===== src/rtl/mem_port_arbiter_pkg.sv =====
// Shared types and helpers for the two-master memory port arbiter.
package mem_arb_pkg;

   typedef enum logic [1:0] {IDLE, ISSUE, WAIT, RESP} arb_state_t;

   localparam logic M0 = 1'b0;
   localparam logic M1 = 1'b1;

   function automatic int lat_cnt_w(input int mem_lat);
      return $clog2(mem_lat + 1);
   endfunction

endpackage


===== src/rtl/mem_port_arbiter_rr_arb2.sv =====
// Two-way combinational arbiter: round-robin on ties, or fixed M0 priority.
module rr_arb2
   import mem_arb_pkg::*;
(
   input  logic [1:0] req,
   input  logic       last_grant,
   input  logic       rr_en,
   output logic       gnt_idx,
   output logic       any_req
);

   always_comb begin
      any_req = |req;
      gnt_idx = M0;
      if (req == 2'b11) begin
         gnt_idx = rr_en ? ~last_grant : M0;
      end else if (req[1]) begin
         gnt_idx = M1;
      end
   end

endmodule


===== src/rtl/mem_port_arbiter.sv =====
// Shares one single-port memory between the core (M0) and the loader (M1),
// one transaction at a time, with every output driven from a flop.
module mem_port_arbiter
   import mem_arb_pkg::*;
#(
   parameter int DATA_W  = 32,
   parameter int ADDR_W  = 32,
   parameter int MEM_LAT = 1,
   parameter int RR_EN   = 1
) (
   input  logic              clk,
   input  logic              rst,
   input  logic              m0_req,
   input  logic              m0_we,
   input  logic [ADDR_W-1:0] m0_addr,
   input  logic [DATA_W-1:0] m0_wdata,
   output logic [DATA_W-1:0] m0_rdata,
   output logic              m0_ack,
   output logic              m0_err,
   input  logic              m1_req,
   input  logic              m1_we,
   input  logic [ADDR_W-1:0] m1_addr,
   input  logic [DATA_W-1:0] m1_wdata,
   output logic [DATA_W-1:0] m1_rdata,
   output logic              m1_ack,
   output logic              m1_err,
   output logic              mem_en,
   output logic              mem_we,
   output logic [ADDR_W-3:0] mem_addr,
   output logic [DATA_W-1:0] mem_wdata,
   input  logic [DATA_W-1:0] mem_rdata,
   output logic              busy
);

   localparam int LAT_W = lat_cnt_w(MEM_LAT);

   arb_state_t        state, state_d;
   logic              last_grant, last_grant_d;
   logic              gnt_q, gnt_d;
   logic [LAT_W-1:0]  lat_cnt, lat_cnt_d;
   logic              mem_en_d, mem_we_d;
   logic [ADDR_W-3:0] mem_addr_d;
   logic [DATA_W-1:0] mem_wdata_d;
   logic [1:0]        ack_d;
   logic              err_d;
   logic [DATA_W-1:0] rdata_d;
   logic              busy_d;

   logic              gnt_idx, any_req;
   logic              sel_we;
   logic [ADDR_W-1:0] sel_addr;
   logic [DATA_W-1:0] sel_wdata;

   rr_arb2 u_rr_arb2 (
      .req        ({m1_req, m0_req}),
      .last_grant (last_grant),
      .rr_en      (RR_EN != 0),
      .gnt_idx    (gnt_idx),
      .any_req    (any_req)
   );

   always_comb begin
      sel_we    = m0_we;
      sel_addr  = m0_addr;
      sel_wdata = m0_wdata;
      if (gnt_idx == M1) begin
         sel_we    = m1_we;
         sel_addr  = m1_addr;
         sel_wdata = m1_wdata;
      end
   end

   // The mem_we/addr/wdata flops double as the transaction latch, so a
   // finished read is recognised by mem_we still being low.
   always_comb begin
      state_d      = state;
      last_grant_d = last_grant;
      gnt_d        = gnt_q;
      lat_cnt_d    = lat_cnt;
      mem_en_d     = 1'b0;
      mem_we_d     = mem_we;
      mem_addr_d   = mem_addr;
      mem_wdata_d  = mem_wdata;
      ack_d        = '0;
      err_d        = 1'b0;
      rdata_d      = '0;
      case (state)
         IDLE: begin
            if (any_req) begin
               gnt_d        = gnt_idx;
               last_grant_d = gnt_idx;
               mem_we_d     = sel_we;
               mem_addr_d   = sel_addr[ADDR_W-1:2];
               mem_wdata_d  = sel_wdata;
               if (sel_addr[1:0] != 2'b00) begin
                  state_d        = RESP;
                  ack_d[gnt_idx] = 1'b1;
                  err_d          = 1'b1;
               end else begin
                  state_d  = ISSUE;
                  mem_en_d = 1'b1;
               end
            end
         end
         ISSUE: begin
            lat_cnt_d = LAT_W'(MEM_LAT - 1);
            state_d   = WAIT;
         end
         WAIT: begin
            if (lat_cnt == '0) begin
               state_d      = RESP;
               ack_d[gnt_q] = 1'b1;
               rdata_d      = mem_we ? '0 : mem_rdata;
            end else begin
               lat_cnt_d = lat_cnt - 1'b1;
            end
         end
         RESP: begin
            state_d = IDLE;
         end
         default: begin
            state_d = IDLE;
         end
      endcase
      busy_d = (state_d != IDLE);
   end

   always_ff @(posedge clk or negedge rst) begin
      if (!rst) begin
         state      <= IDLE;
         last_grant <= M1;
         gnt_q      <= M0;
         lat_cnt    <= '0;
         mem_en     <= 1'b0;
         mem_we     <= 1'b0;
         mem_addr   <= '0;
         mem_wdata  <= '0;
         m0_ack     <= 1'b0;
         m1_ack     <= 1'b0;
         m0_err     <= 1'b0;
         m1_err     <= 1'b0;
         m0_rdata   <= '0;
         m1_rdata   <= '0;
         busy       <= 1'b0;
      end else begin
         state      <= state_d;
         last_grant <= last_grant_d;
         gnt_q      <= gnt_d;
         lat_cnt    <= lat_cnt_d;
         mem_en     <= mem_en_d;
         mem_we     <= mem_we_d;
         mem_addr   <= mem_addr_d;
         mem_wdata  <= mem_wdata_d;
         m0_ack     <= ack_d[0];
         m1_ack     <= ack_d[1];
         m0_err     <= ack_d[0] & err_d;
         m1_err     <= ack_d[1] & err_d;
         m0_rdata   <= ack_d[0] ? rdata_d : '0;
         m1_rdata   <= ack_d[1] ? rdata_d : '0;
         busy       <= busy_d;
      end
   end

endmodule


===== config.mk =====
export PLATFORM = sky130hd
export DESIGN_NAME = mem_port_arbiter
export DESIGN_NICKNAME = d
export VERILOG_FILES = /design/src/rtl/mem_port_arbiter_pkg.sv /design/src/rtl/mem_port_arbiter_rr_arb2.sv /design/src/rtl/mem_port_arbiter.sv
export SDC_FILE = /design/constraint.sdc
export NUM_CORES = 1
export LEC_CHECK = 0
export BUFFER_PORTS_ARGS = -buffer_cell sky130_fd_sc_hd__buf_2
export CAP_MARGIN = 25
export CORE_UTILIZATION = 35
export CTS_CLUSTER_DIAMETER = 50
export DETAILED_ROUTE_END_ITERATION = 10
export GPL_ROUTABILITY_DRIVEN = 0
export PLACE_DENSITY_LB_ADDON = 0.3
export REMOVE_ABC_BUFFERS = 1
export SYNTH_ARGS = -nofsm -noshare
export SYNTH_HDL_FRONTEND = slang
export SYNTH_SLANG_ARGS = --single-unit

===== constraint.sdc =====
create_clock -name clk -period 2.82 [get_ports clk]
set_clock_uncertainty 0.2 [all_clocks]
set_input_delay 0.564 -clock clk [delete_from_list [all_inputs] [get_ports clk]]
set_output_delay 0.564 -clock clk [all_outputs]
set_load 0.02 [all_outputs]

**After elaboration in Yosys (flattened, before gate mapping)**

Cells that the tools add are included.

- $add $sub $neg: 1
- Multiply operators: 0
- Divide/modulo/power cells: 0
- $lt $le $gt $ge: 4
- Equality and inequality tests: 4
- Shift-type cells: 0
- Muxes and demuxes: 30
- Bitwise operators: 3
- Reductions and logical operators: 8

Operators by type and width:

| kind | number |
|---|---|
| 32-bit 2-to-1 mux | 7 |
| 1-bit 2-to-1 mux | 12 |
| 2-bit 2-to-1 mux | 6 |
| 2-bit case mux with 4 select lines | 1 |
| 2-bit equality test (second input constant) | 3 |
| 2-bit nonzero test | 3 |
| 1-bit by 2-bit < comparator with 1-bit output (second input constant) | 2 |
| 2-bit case mux with 2 select lines | 1 |
| 1-bit bitwise AND | 2 |
| 1-bit demux with 1-bit select | 2 |
| 2-bit by 1-bit equality test with 1-bit output (second input constant) | 1 |
| 1-bit >= comparator (second input constant) | 2 |
| 1-bit logical AND | 2 |
| 2-bit zero test | 1 |
| 1-bit case mux with 2 select lines | 1 |
| 2-bit AND reduction | 1 |
| 2-bit OR reduction | 1 |
| 1-bit NOT | 1 |
| 1-bit subtractor (second input constant) | 1 |

- Register bits after elaboration: 138
- Bits in latches: 0
- Memory bits (writable): 0
- Bits in read-only memories: 0
- Bits of input ports: 166
- Logic and storage cells: 65
- Memories: 0

**Longest topological paths before layout**

- Depth in word-level cells: 10
- Depth in mapped cells: 7
- Depth with buffers taken out: 5

**By module**

From an unflattened synthesis, not the netlist that was laid out.

- Cell total of the unflattened synthesis: 464
- Area total of the unflattened synthesis: 5434.0 um^2

By module, submodules not included:

| module | instances | cells each | area each (um^2) | seq. area each (um^2) |
|---|---|---|---|---|
| mem_port_arbiter | 1 | 461 | 5413.9 | 3429.5 |
| rr_arb2 | 1 | 3 | 20.0 | 0.0 |

**Least setup slack after synthesis**

Ideal clock, no wire load.

- Kind: register to register
- From: register state[1]
- To: register m0_rdata[10]
- Setup time: 0.067 ns
- Data arrival time: 1.429 ns
- Slack: 1.124 ns
- Stages on the path, launching flop included: 7
- Buffers on the path: 1
- Path through: dfrtp_1 -> inv_1 -> ha_1 -> nand2_1 -> o32ai_4 -> clkbuf_2 -> and3_1

- Word-level cells in the longest chain between the ends: 3
- Elaborated cells between the ends (all ways): 5
- Those cells by class: 1 x eq/ne; 3 x mux; 1 x reduce/logical

RTL lines:

| item | RTL line | RTL |
|---|---|---|
| from (decl) | mem_port_arbiter.sv:37 | `arb_state_t state, state_d;` |
| from (signal assigned) | mem_port_arbiter.sv:146 | `state <= state_d;` |
| 2-bit equality test or 2-bit zero test (tied branches) | mem_port_arbiter.sv:87 | `case (state)` |
| 2-bit case mux with 2 select lines or 32-bit 2-to-1 mux (tied branches) | mem_port_arbiter.sv:87 |  |
| 32-bit 2-to-1 mux * | mem_port_arbiter.sv:158 | `m0_rdata <= ack_d[0] ? rdata_d : '0;` |
| to (signal assigned) | mem_port_arbiter.sv:158 |  |
| to (decl) | mem_port_arbiter.sv:17 | `output logic [DATA_W-1:0] m0_rdata,` |

Mark *: on every way between the ends. The rest lies on a longest branch, timed or not.
A chain may end at the register's enable or synchronous reset.

**Worst setup path after layout**

Same ends and word-level chain as after synthesis.

==> results.md <==
- Status: complete, no violations
- Via Count: 4483
- Core footprint: approximately 15000 µm²
- Hold Path Class: in2reg
- Die Height: between 100 and 150 µm
- Hold wc startpoint: mem_rdata[24]
- Tmin final: 2.07 ns
- P per Cell Area: roughly 1000 nW/µm²
- Vias in the first global route: 4582
- Commonest non-fill, non-tap cell in the layout: buf_2
- Synth Area in Simple Gates: 0.133
- Total grt overflow: 0
- Site Rows: 45
- Largest family of logic cells by synthesized area: simple AND/OR/NAND/NOR gates
- Port Buffers: 298
- Seq/Total Area, Yosys: 0.630
- Number of max-cap violations: 0
- Fin. Hold Viols: 0
- Clk buf depth: 2
- Final wirelength: 14800 µm
- # fillers: 1379
- Synth Area in XOR/XNOR: 0
- Synth Flop Type: dfrtp_1
- Root Buffer: clkbuf_16
- Worst setup margin: 0.754 ns
- Worst slew pin tran: 0.571 ns
- Clock slew at reported path FFs: around 0.06 ns
- DR vias/cell: about 4.7
- Cts bufs inserted: 17
- Critical-path maximum fanout: 33
- Pin count of the biggest net entering global routing: 81
- Max H-tree Level: 4
- Synthesized instance count: 459
- Avg WL per Cell: roughly 15 µm
- Yosys top cell by area: dfrtp_1
- Cts repair resizes: 0
- R2R Path Start: state[1]
- DR DRC count: 0
- EDFF count, synth: 0
- Initial Util: 0.358
- Post-CTS setup buffers: 0
- Yosys synthesis warning count: 0
- Global-route wire length before repair: 22400 µm
- Flops & latches, synth: approximately 140
- Max Slew Vio Count: 0
- Final setup violation count: 0
- Total power draw: 0.00806 W
- Mux cell area share after synthesis: 0.118
- GR Util All Layers: 0.184
- Die width: 127 µm
- Top-area cell type share of the netlist area: 0.625
- Critical path launch point: state[1]
- Mapped Area: 5450 µm²
- Crit path launch type: flop
- Post-Synth Adder-Cell Area: 0.00459
- Leakage power: between 4 and 5 nW
- Top Ports: 299
- Hold buffers post-CTS: 1
- Dpl ws: ~0.54 ns
- Full die area: approximately 16000 µm²
- Most frequent cells in the layout: buf_2, dfrtp_1, nand2_1
- Maximum VDD drop: around 0.43 mV
- Final worst path period share: 0.733
- Detailed Place HPWL: 10800 µm
- Share of layout cells above drive strength 1: 0.451
- DRT Pass-1 Iters: 4
- Latest clock arrival within the worst-skew pair: 0.42 ns
- Initial drt markers: 126
- Antenna diodes: 0
- Syn-to-layout area delta: 42.5%
- Crit. End Element: flop
- Initial antenna violation count: 0
- CP required: 2.97 ns
- Syn_area_per_cell: 11.9 µm²
- Achievable Freq: 484 MHz
- Cell variety after synth: 26
- Top post-synthesis cells by area: dfrtp_1, mux2i_1, and3_1
- WS Path Type: reg2reg
- CP Data Arrival Time: 2.21 ns
- Antenna Nets Post-Route: 0
- Compound-cell area share of the yosys netlist: 0.0795
- CTS tree: yes
- Synth async-reset ratio: 1.00
- Number of nets in the layout: 922
- TritonCTS Sinks: 137
- RSZ-0062 raised after global routing: false
- Hold Slack: 0.184 ns
- Slew Limit Headroom: 0.618
## report_power, final
group          total, W  internal (W)  switching (W)
clock network   0.00232       0.00149       0.000826
logic           0.00291      0.000974        0.00193
registers       0.00283       0.00256       0.000277
## final cells by class
| class | instances | area, µm² | area share |
|---|---|---|---|
| clock inverters | 9 | 136 | 0.0176 |
| multi-input cells | 286 | 1840 | 0.237 |
| inverters | 3 | 11.3 | 0.00145 |
| repair buffers | 309 | 1620 | 0.209 |
| clock buffers | 23 | 488 | 0.0629 |
| well taps | 188 | 235 | 0.0303 |
| flip-flops and latches | 137 | 3430 | 0.442 |
## cells by family after synthesis
family	count (synthesis)
and+or+nand+nor	144
DFF	137
AOI/OAI and AO/OA	76
muxes	64
buffers and inverters	36
adders and majority gates	2
## Yosys cell counts, types with 2 or more instances
| master | count |
|---|---|
| a21oi_1 | 2 |
| a31oi_1 | 2 |
| and3_1 | 64 |
| buf_2 | 13 |
| buf_6 | 5 |
| clkbuf_1 | 9 |
| clkbuf_2 | 6 |
| dfrtp_1 | 136 |
| ha_1 | 2 |
| inv_1 | 3 |
| mux2i_1 | 63 |
| nand2_1 | 68 |
| nor2_1 | 5 |
| nor2b_1 | 3 |
| o21ai_0 | 62 |
| o21ai_1 | 6 |
## final timing paths
kind / slack [ns] / cells after the start / end
setup / recovery: 0.75 / 6 / m0_rdata[10]
hold / removal: 0.18 / 2 / m1_rdata[24]
setup reg to reg: 0.75 / 6 / m0_rdata[10]
hold reg to reg: 0.27 / 2 / mem_addr[29]
max in group asynchronous: 1.25 / 3 / mem_wdata[19]
min in group asynchronous: 0.45 / 2 / m0_rdata[11]
## state kept, by name, indices dropped and copies added, names as in the netlist
register and cells:
m0_rdata 32, m1_rdata 32, mem_wdata 32, mem_addr 30, state 2, busy 1, gnt_q 1, last_grant 1
m0_ack 1, m0_err 1, m1_ack 1, m1_err 1, mem_en 1, mem_we 1
## metal layers
| layer | vias up | GRT usage | part of all wire |
|---|---|---|---|
| met2 | 203 | 0.322 | 0.49 |
| met3 | 13 | 0.0776 | 0.097 |
| li1 | 2174 | - | - |
| met5 | - | 0 | 0 |
| met4 | 0 | 0.0756 | 0.015 |
| met1 | 2093 | 0.195 | 0.40 |
## critical path, stage by stage (launching register included)
cell and delay (ns):
dfrtp_1 0.41, inv_1 0.07, ha_1 0.34, nand2_1 0.19, o32ai_4 0.22, buf_4 0.34
and3_1 0.22
## stage by stage
| step | TNS [ns] | utilization | cell area [µm²] | std cells |
|---|---|---|---|---|
| final | 0 | 0.511 | 7760 | 955 |
| after global routing | 0 | 0.511 | 7760 | 955 |
| after CTS | 0 | 0.511 | 7760 | 955 |
| after detailed placement | 0 | 0.469 | 7130 | 922 |
| after global placement | 0 | 0.469 | 7130 | 922 |
| after floorplan | -309.17 | - | 5260 | 426 |
No activity file was read; power rests on OpenSTA's default activity.
